--- config.mk ---
export PLATFORM = sky130hd
export DESIGN_NAME = div_mod_flat
export DESIGN_NICKNAME = d
export VERILOG_FILES = /design/src/rtl/div_mod_if.sv /design/src/rtl/div_mod.sv /design/src/flat_wrapper.sv
export SDC_FILE = /design/constraint.sdc
export NUM_CORES = 1
export LEC_CHECK = 0
export CAP_MARGIN = 20
export CELL_PAD_IN_SITES_DETAIL_PLACEMENT = 0
export CELL_PAD_IN_SITES_GLOBAL_PLACEMENT = 1
export CORE_MARGIN = 2
export CORE_UTILIZATION = 49
export CTS_CLUSTER_DIAMETER = 120
export DETAILED_ROUTE_END_ITERATION = 10
export DONT_BUFFER_PORTS = 1
export PLACE_DENSITY = 0.92
export SLEW_MARGIN = 15
export SYNTH_ARGS = -nofsm -noshare
export SYNTH_HDL_FRONTEND = slang
export SYNTH_SLANG_ARGS = --single-unit
--- constraint.sdc ---
create_clock -name i_clk -period 4.6 [get_ports i_clk]
set_input_delay 1.38 -clock i_clk [delete_from_list [all_inputs] [get_ports i_clk]]
set_output_delay 1.38 -clock i_clk [all_outputs]
set_load 0.01 [all_outputs]
--- src/rtl/div_mod_if.sv ---
// div_mod_if -- request/result bundle for the div_mod sequential divider.
//
// Request side : i_valid, o_ready, i_dividend, i_divisor, i_signed
// Result side  : o_valid, i_ready, o_quot, o_rem, o_div_zero
//
// Modports:
//   slave  -- the divider (drives o_* signals)
//   master -- the requester/consumer (drives i_* signals)
interface div_mod_if #(
    parameter int WIDTH = 64
) ();
    logic             i_valid;
    logic             o_ready;
    logic [WIDTH-1:0] i_dividend;
    logic [WIDTH-1:0] i_divisor;
    logic             i_signed;
    logic             o_valid;
    logic             i_ready;
    logic [WIDTH-1:0] o_quot;
    logic [WIDTH-1:0] o_rem;
    logic             o_div_zero;

    modport slave (
        input  i_valid, i_dividend, i_divisor, i_signed, i_ready,
        output o_ready, o_valid, o_quot, o_rem, o_div_zero
    );

    modport master (
        output i_valid, i_dividend, i_divisor, i_signed, i_ready,
        input  o_ready, o_valid, o_quot, o_rem, o_div_zero
    );
endinterface

--- src/rtl/div_mod.sv ---
// div_mod -- sequential radix-2 restoring divider (IDLE -> CALC -> DONE).
//
// Ports:
//   i_clk    -- clock, all state changes on its rising edge
//   i_rst_n  -- asynchronous active-low reset
//   bus      -- div_mod_if.slave: valid/ready request with dividend, divisor
//               and i_signed; valid/ready result with o_quot, o_rem and
//               o_div_zero
//
// One quotient bit is resolved per CALC cycle, MSB first, for WIDTH cycles.
// A zero divisor bypasses CALC: quotient all ones, remainder = dividend,
// o_div_zero set.
//
// Configuration macro:
//   DIV_MOD_SIGNED_EN -- when defined, i_signed selects two's-complement
//                        operands (truncating quotient, remainder takes the
//                        dividend's sign). When undefined, i_signed is ignored
//                        and every operation is unsigned.
module div_mod #(
    parameter int WIDTH = 64
) (
    input  logic      i_clk,
    input  logic      i_rst_n,
    div_mod_if.slave  bus
);
    localparam int CW = $clog2(WIDTH);

    typedef enum logic [1:0] {IDLE, CALC, DONE} state_t;

    state_t           state;
    state_t           state_nx;
    logic             ready;
    logic             valid;
    logic             accept;
    logic             last;

    logic [CW-1:0]    cnt;
    logic [WIDTH-1:0] dq;        // dividend shifting out, quotient shifting in
    logic [WIDTH-1:0] rem;       // partial remainder (always < divisor)
    logic [WIDTH-1:0] dvs;       // divisor magnitude
    logic             neg_q;
    logic             neg_r;
    logic [WIDTH-1:0] quot_r;
    logic [WIDTH-1:0] rem_r;
    logic             div_zero_r;

    logic             a_neg;
    logic             b_neg;
    logic [WIDTH-1:0] a_mag;
    logic [WIDTH-1:0] b_mag;
    logic             div_zero_in;

    logic [WIDTH:0]   shifted;   // one guard bit above the remainder
    logic [WIDTH:0]   diff;
    logic             q_bit;
    logic [WIDTH-1:0] rem_step;
    logic [WIDTH-1:0] dq_step;
    logic [WIDTH-1:0] quot_fin;
    logic [WIDTH-1:0] rem_fin;

    assign div_zero_in = (bus.i_divisor == '0);
    assign last        = (cnt == '0);

    // ---------------- FSM ----------------
    always_ff @(posedge i_clk or negedge i_rst_n) begin
        if (!i_rst_n) begin
            state <= IDLE;
        end else begin
            state <= state_nx;
        end
    end

    always_comb begin
        state_nx = state;
        ready    = 1'b0;
        valid    = 1'b0;
        accept   = 1'b0;
        case (state)
            IDLE: begin
                ready = 1'b1;
                if (bus.i_valid) begin
                    accept   = 1'b1;
                    state_nx = div_zero_in ? DONE : CALC;
                end
            end
            CALC: begin
                if (last) begin
                    state_nx = DONE;
                end
            end
            DONE: begin
                valid = 1'b1;
                if (bus.i_ready) begin
                    state_nx = IDLE;
                end
            end
            default: state_nx = IDLE;
        endcase
    end

    assign bus.o_ready    = ready;
    assign bus.o_valid    = valid;
    assign bus.o_quot     = quot_r;
    assign bus.o_rem      = rem_r;
    assign bus.o_div_zero = div_zero_r;

    // ---------------- operand preparation ----------------
`ifdef DIV_MOD_SIGNED_EN
    always_comb begin
        a_neg = bus.i_signed & bus.i_dividend[WIDTH-1];
        b_neg = bus.i_signed & bus.i_divisor[WIDTH-1];
        a_mag = a_neg ? -bus.i_dividend : bus.i_dividend;
        b_mag = b_neg ? -bus.i_divisor  : bus.i_divisor;
    end
`else
    logic unused_signed;
    assign unused_signed = bus.i_signed;
    always_comb begin
        a_neg = 1'b0;
        b_neg = 1'b0;
        a_mag = bus.i_dividend;
        b_mag = bus.i_divisor;
    end
`endif

    // ---------------- one restoring step ----------------
    always_comb begin
        shifted  = {rem, dq[WIDTH-1]};
        diff     = shifted - {1'b0, dvs};
        q_bit    = ~diff[WIDTH];
        rem_step = q_bit ? diff[WIDTH-1:0] : shifted[WIDTH-1:0];
        dq_step  = {dq[WIDTH-2:0], q_bit};
    end

    // Sign correction is folded into the final step so the corrected
    // result lands in the output registers on the edge that enters DONE.
`ifdef DIV_MOD_SIGNED_EN
    always_comb begin
        quot_fin = neg_q ? -dq_step  : dq_step;
        rem_fin  = neg_r ? -rem_step : rem_step;
    end
`else
    always_comb begin
        quot_fin = dq_step;
        rem_fin  = rem_step;
    end
`endif

    // ---------------- datapath ----------------
    always_ff @(posedge i_clk or negedge i_rst_n) begin
        if (!i_rst_n) begin
            cnt        <= '0;
            dq         <= '0;
            rem        <= '0;
            dvs        <= '0;
            neg_q      <= 1'b0;
            neg_r      <= 1'b0;
            quot_r     <= '0;
            rem_r      <= '0;
            div_zero_r <= 1'b0;
        end else if (accept) begin
            cnt        <= CW'(WIDTH - 1);
            dq         <= a_mag;
            rem        <= '0;
            dvs        <= b_mag;
            neg_q      <= a_neg ^ b_neg;
            neg_r      <= a_neg;
            div_zero_r <= div_zero_in;
            if (div_zero_in) begin
                quot_r <= '1;
                rem_r  <= bus.i_dividend;
            end
        end else if (state == CALC) begin
            dq  <= dq_step;
            rem <= rem_step;
            cnt <= cnt - CW'(1);
            if (last) begin
                quot_r <= quot_fin;
                rem_r  <= rem_fin;
            end
        end
    end
endmodule

--- src/flat_wrapper.sv ---
// flat-port wrapper written by rule: the top's interface ports become plain ports
module div_mod_flat 
#(
    parameter int WIDTH = 64
)
  (i_clk, i_rst_n, bus_i_valid, bus_i_dividend, bus_i_divisor, bus_i_signed, bus_i_ready, bus_o_ready, bus_o_valid, bus_o_quot, bus_o_rem, bus_o_div_zero);
  div_mod_if #(.WIDTH(WIDTH)) bus_i ();
  input  logic i_clk;
  input  logic i_rst_n;
  input wire logic [$bits(bus_i.i_valid)-1:0] bus_i_valid;
  input wire logic [$bits(bus_i.i_dividend)-1:0] bus_i_dividend;
  input wire logic [$bits(bus_i.i_divisor)-1:0] bus_i_divisor;
  input wire logic [$bits(bus_i.i_signed)-1:0] bus_i_signed;
  input wire logic [$bits(bus_i.i_ready)-1:0] bus_i_ready;
  output wire logic [$bits(bus_i.o_ready)-1:0] bus_o_ready;
  output wire logic [$bits(bus_i.o_valid)-1:0] bus_o_valid;
  output wire logic [$bits(bus_i.o_quot)-1:0] bus_o_quot;
  output wire logic [$bits(bus_i.o_rem)-1:0] bus_o_rem;
  output wire logic [$bits(bus_i.o_div_zero)-1:0] bus_o_div_zero;
  assign bus_i.i_valid = bus_i_valid;
  assign bus_i.i_dividend = bus_i_dividend;
  assign bus_i.i_divisor = bus_i_divisor;
  assign bus_i.i_signed = bus_i_signed;
  assign bus_i.i_ready = bus_i_ready;
  assign bus_o_ready = bus_i.o_ready;
  assign bus_o_valid = bus_i.o_valid;
  assign bus_o_quot = bus_i.o_quot;
  assign bus_o_rem = bus_i.o_rem;
  assign bus_o_div_zero = bus_i.o_div_zero;
  div_mod #(.WIDTH(WIDTH)) u_core (.i_clk(i_clk), .i_rst_n(i_rst_n), .bus(bus_i));
endmodule
==> impl_metrics.env <==
export IMPL_r2r_slack_ns=0.19
export IMPL_utilization_pct=54.61
export IMPL_hp_start="u_core.dq[14]"
export IMPL_dpl_cell_area_sq_um=18170
export IMPL_fp_row_count=69
export IMPL_status="finished, final reports clean"
export IMPL_maxSlewHeadroom_pct=33.36
export IMPL_io_buffers=0
export IMPL_hold_path_class="reg -> reg"
export IMPL_worstMarginPinSlew_ns=0.9996
export IMPL_syn_inst=2046
export IMPL_async_reset_ff_share_pct=100.0
export IMPL_overflow=0
export IMPL_finalWirelength_mm=54.86
export IMPL_reg2regPathDepth=14
export IMPL_first_global_vias=14990
export IMPL_synth_top_family_by_area="compound AO/OA/AOI/OAI gates"
export IMPL_crit_fanout=42
export IMPL_dp_cells=2402
export IMPL_postCtsSetupBuffers=0
export IMPL_vias=14920
export IMPL_cts_buffer_depth=3
export IMPL_crit_path_frequent_cell="a21boi_1"
export IMPL_holdPathEnd="u_core.dq[14]"
export IMPL_synth_edf_count=0
export IMPL_grt_max_degree=330
export IMPL_worst_ep_arrival_time_ns=4.80
export IMPL_ys_types=71
export IMPL_slew_violations=0
export IMPL_critPathKind="reg -> reg"
export IMPL_dp_hpwl_mm=39.55
export IMPL_rsz0062_at_grt="no"
export IMPL_fp_coreArea_sq_um=35660
export IMPL_fmax_mhz=226.7
export IMPL_initial_core_util_pct=49.92
export IMPL_gp_congestion=0.9216
export IMPL_ys_warn_count=0
export IMPL_worstReg2RegEnd="u_core.bus.o_rem[19]"
export IMPL_slowest_delay_ns=0.59
export IMPL_synth_adder_area_share_pct=4.752
export IMPL_critPathLaunchType="register"
export IMPL_fin_tns_setup_ns=0
export IMPL_ys_seq_area_share_pct=46.25
export IMPL_final_area_sq_um=19470
export IMPL_grt_pass1_wl_mm=86.26
export IMPL_powerDensity_nw_per_um2=895.9
export IMPL_synth_area_mux_share_pct=3.473
export IMPL_fin_worst_skew_ns=0.01579
export IMPL_num_io_pins=264
export IMPL_antenna_found_initial=0
export IMPL_clkTransAtPathRegs_ns=0.06
export IMPL_cts_resized=0
export IMPL_clock_tree_root_cell="clkbuf_16"
export IMPL_layout_common_cells="405 x nand2_1, 329 x dfrtp_1, 194 x a21oi_1"
export IMPL_fin_cells=2471
export IMPL_yosys_most_used_dff="dfrtp_1"
export IMPL_synth_top_area_share_pct=46.25
export IMPL_synthesis_area_per_instance_sq_um=8.700
export IMPL_viasPerCell=6.037
export IMPL_leakage_nw=8.502
export IMPL_cts_buffers=39
export IMPL_synth_area_sq_um=17800
export IMPL_cp_buffers_inverters=1
export IMPL_wl_per_cell_um=22.20
export IMPL_cts_sinks=329
export IMPL_endpoint_kind="register"
export IMPL_die_h_um=194.6
export IMPL_drc_errors=0
export IMPL_die_w_um=194.6
export IMPL_hold_violations=0
export IMPL_synth_area_top_cells="dfrtp_1 46%, nand2_1 8.6%, a21oi_1 5.5%"
export IMPL_layout_drive_gt1_share_pct=5.874
export IMPL_required_ns=4.99
export IMPL_synth_top_cell_by_area="dfrtp_1"
export IMPL_synthXorXnorAreaFrac_pct=3.100
export IMPL_synth_simple_gate_area_share_pct=17.99
export IMPL_ys_ff_latch=329
export IMPL_finalNetCount=2182
export IMPL_syn_nets=2246
export IMPL_path_delay_family="compound AO/OA/AOI/OAI gates"
export IMPL_fin_crit_sh_pct=95.90
export IMPL_drt_initial_drc_count=1105
export IMPL_post_place_ws_ns=0.3369
export IMPL_drv_cap=0
export IMPL_clock_latency_ns=0.56
export IMPL_slowest_stage="and2_4"
export IMPL_fin_crit_ns=4.412
export IMPL_htree_num_levels=2
export IMPL_synth_compound_area_share_pct=19.54
export IMPL_final_common_cell="nand2_1"
export IMPL_die_area_sq_um=37870
export IMPL_path_cells="ha_1 -> fa_1 -> nor2b_1 -> o2111ai_1 -> a21boi_1 -> o311ai_4 -> a21oi_2 -> o21ai_2 -> a21boi_1 -> or3_4 -> and2_4 -> buf_12 -> mux2i_1 -> a21oi_1"
export IMPL_hold_buffers=0
export IMPL_cts_tree="built"
export IMPL_r2r_start="u_core.dvs[0]"
export IMPL_setup_violations=0
export IMPL_ir_drop_uv=504.0
export IMPL_syn2layout_area_growth_pct=9.398
export IMPL_whs_path_depth=2
export IMPL_fin_ws_ns=0.1884
export IMPL_groute_usage_overall_pct=29.16
export IMPL_ant_nets=0
export IMPL_first_pass_iters=6
==> worst register-to-register path, stage by stage, from the launching register on <==
cell       delay [ns]
dfrtp_1          0.38
ha_1             0.23
fa_1             0.42
nor2b_1          0.19
o2111ai_1        0.22
a21boi_1         0.38
o311ai_4         0.18
a21oi_2          0.27
o21ai_2          0.13
a21boi_1         0.25
or3_4            0.19
and2_4           0.59
buf_12           0.29
mux2i_1          0.40
a21oi_1          0.12
==> routing by layer <==
layer | GRT usage (%) | vias up | routed length (um)
met5 | 0 | - | 0
met4 | 12.17 | 0 | 2400
met3 | 7.670 | 124 | 4023
met2 | 48.84 | 490 | 26330
met1 | 35.75 | 7267 | 22100
li1 | - | 7036 | -
==> synth_stat cells (27+ instances only) <==
master / n
nand2_1: 408
dfrtp_1: 329
a21oi_1: 194
o21ai_0: 189
clkbuf_1: 112
nand3_1: 95
inv_1: 83
ha_1: 66
a22oi_1: 62
mux2i_1: 58
or3_1: 51
nor2_1: 45
xnor2_1: 41
o21ai_1: 33
a21o_1: 30
nand4_1: 27
==> state kept, by name, indices dropped and copies added, names as in the netlist <==
| register | cells |
|---|---|
| u_core.bus.o_div_zero | 1 |
| u_core.bus.o_quot | 64 |
| u_core.bus.o_rem | 64 |
| u_core.cnt | 6 |
| u_core.dq | 64 |
| u_core.dvs | 64 |
| u_core.rem | 64 |
| u_core.state | 2 |
==> cell families after synthesis <==
group,Yosys count
AOI/OAI and AO/OA,593
buffers and inverters,220
DFF,329
and+or+nand+nor,713
adders and majority gates,67
muxes,61
xor gates and xnor gates,63
==> where the power goes <==
group          internal [W]  switching, W
registers           0.00387      0.000687
logic               0.00372       0.00604
clock network       0.00187       0.00126
total               0.00946       0.00799
==> through the flow <==
stage          hold slack (ns)  total power [W]
6_report                0.4924          0.01744
2_1_floorplan           0.4523          0.01157
4_1_cts                 0.4922          0.01747
5_1_grt                 0.4961          0.01870
3_5_place_dp            0.4769          0.01426
3_3_place_gp            0.4715          0.01407
==> layout make-up <==
| cell class | instances | area (sq um) |
|---|---|---|
| Sequential cell | 329 | 8233 |
| Antenna cell | 1 | 2.502 |
| Clock inverter | 11 | 135.1 |
| Timing Repair Buffer | 31 | 295.3 |
| Tap cell | 461 | 576.8 |
| Fill cell | 3266 | 16180 |
| Clock buffer | 57 | 1164 |
| Multi-Input combinational cell | 1497 | 8751 |
| Inverter | 84 | 315.3 |
==> how the worst max path moves through the flow <==
stage / depth (start not counted) / to / start / slack [ns]
after detailed placement: 14 / u_core.rem[62] / u_core.dvs[0] / 0.34
after floorplan: 11 / u_core.bus.o_rem[4] / bus_i_divisor[4] / 1.18
final: 14 / u_core.bus.o_rem[19] / u_core.dvs[0] / 0.19
after global routing: 14 / u_core.bus.o_rem[19] / u_core.dvs[0] / 0.01
after CTS: 14 / u_core.bus.o_rem[19] / u_core.dvs[0] / 0.29
after global placement: 14 / u_core.rem[62] / u_core.dvs[0] / 0.42
No activity file was read; power rests on OpenSTA's default activity.
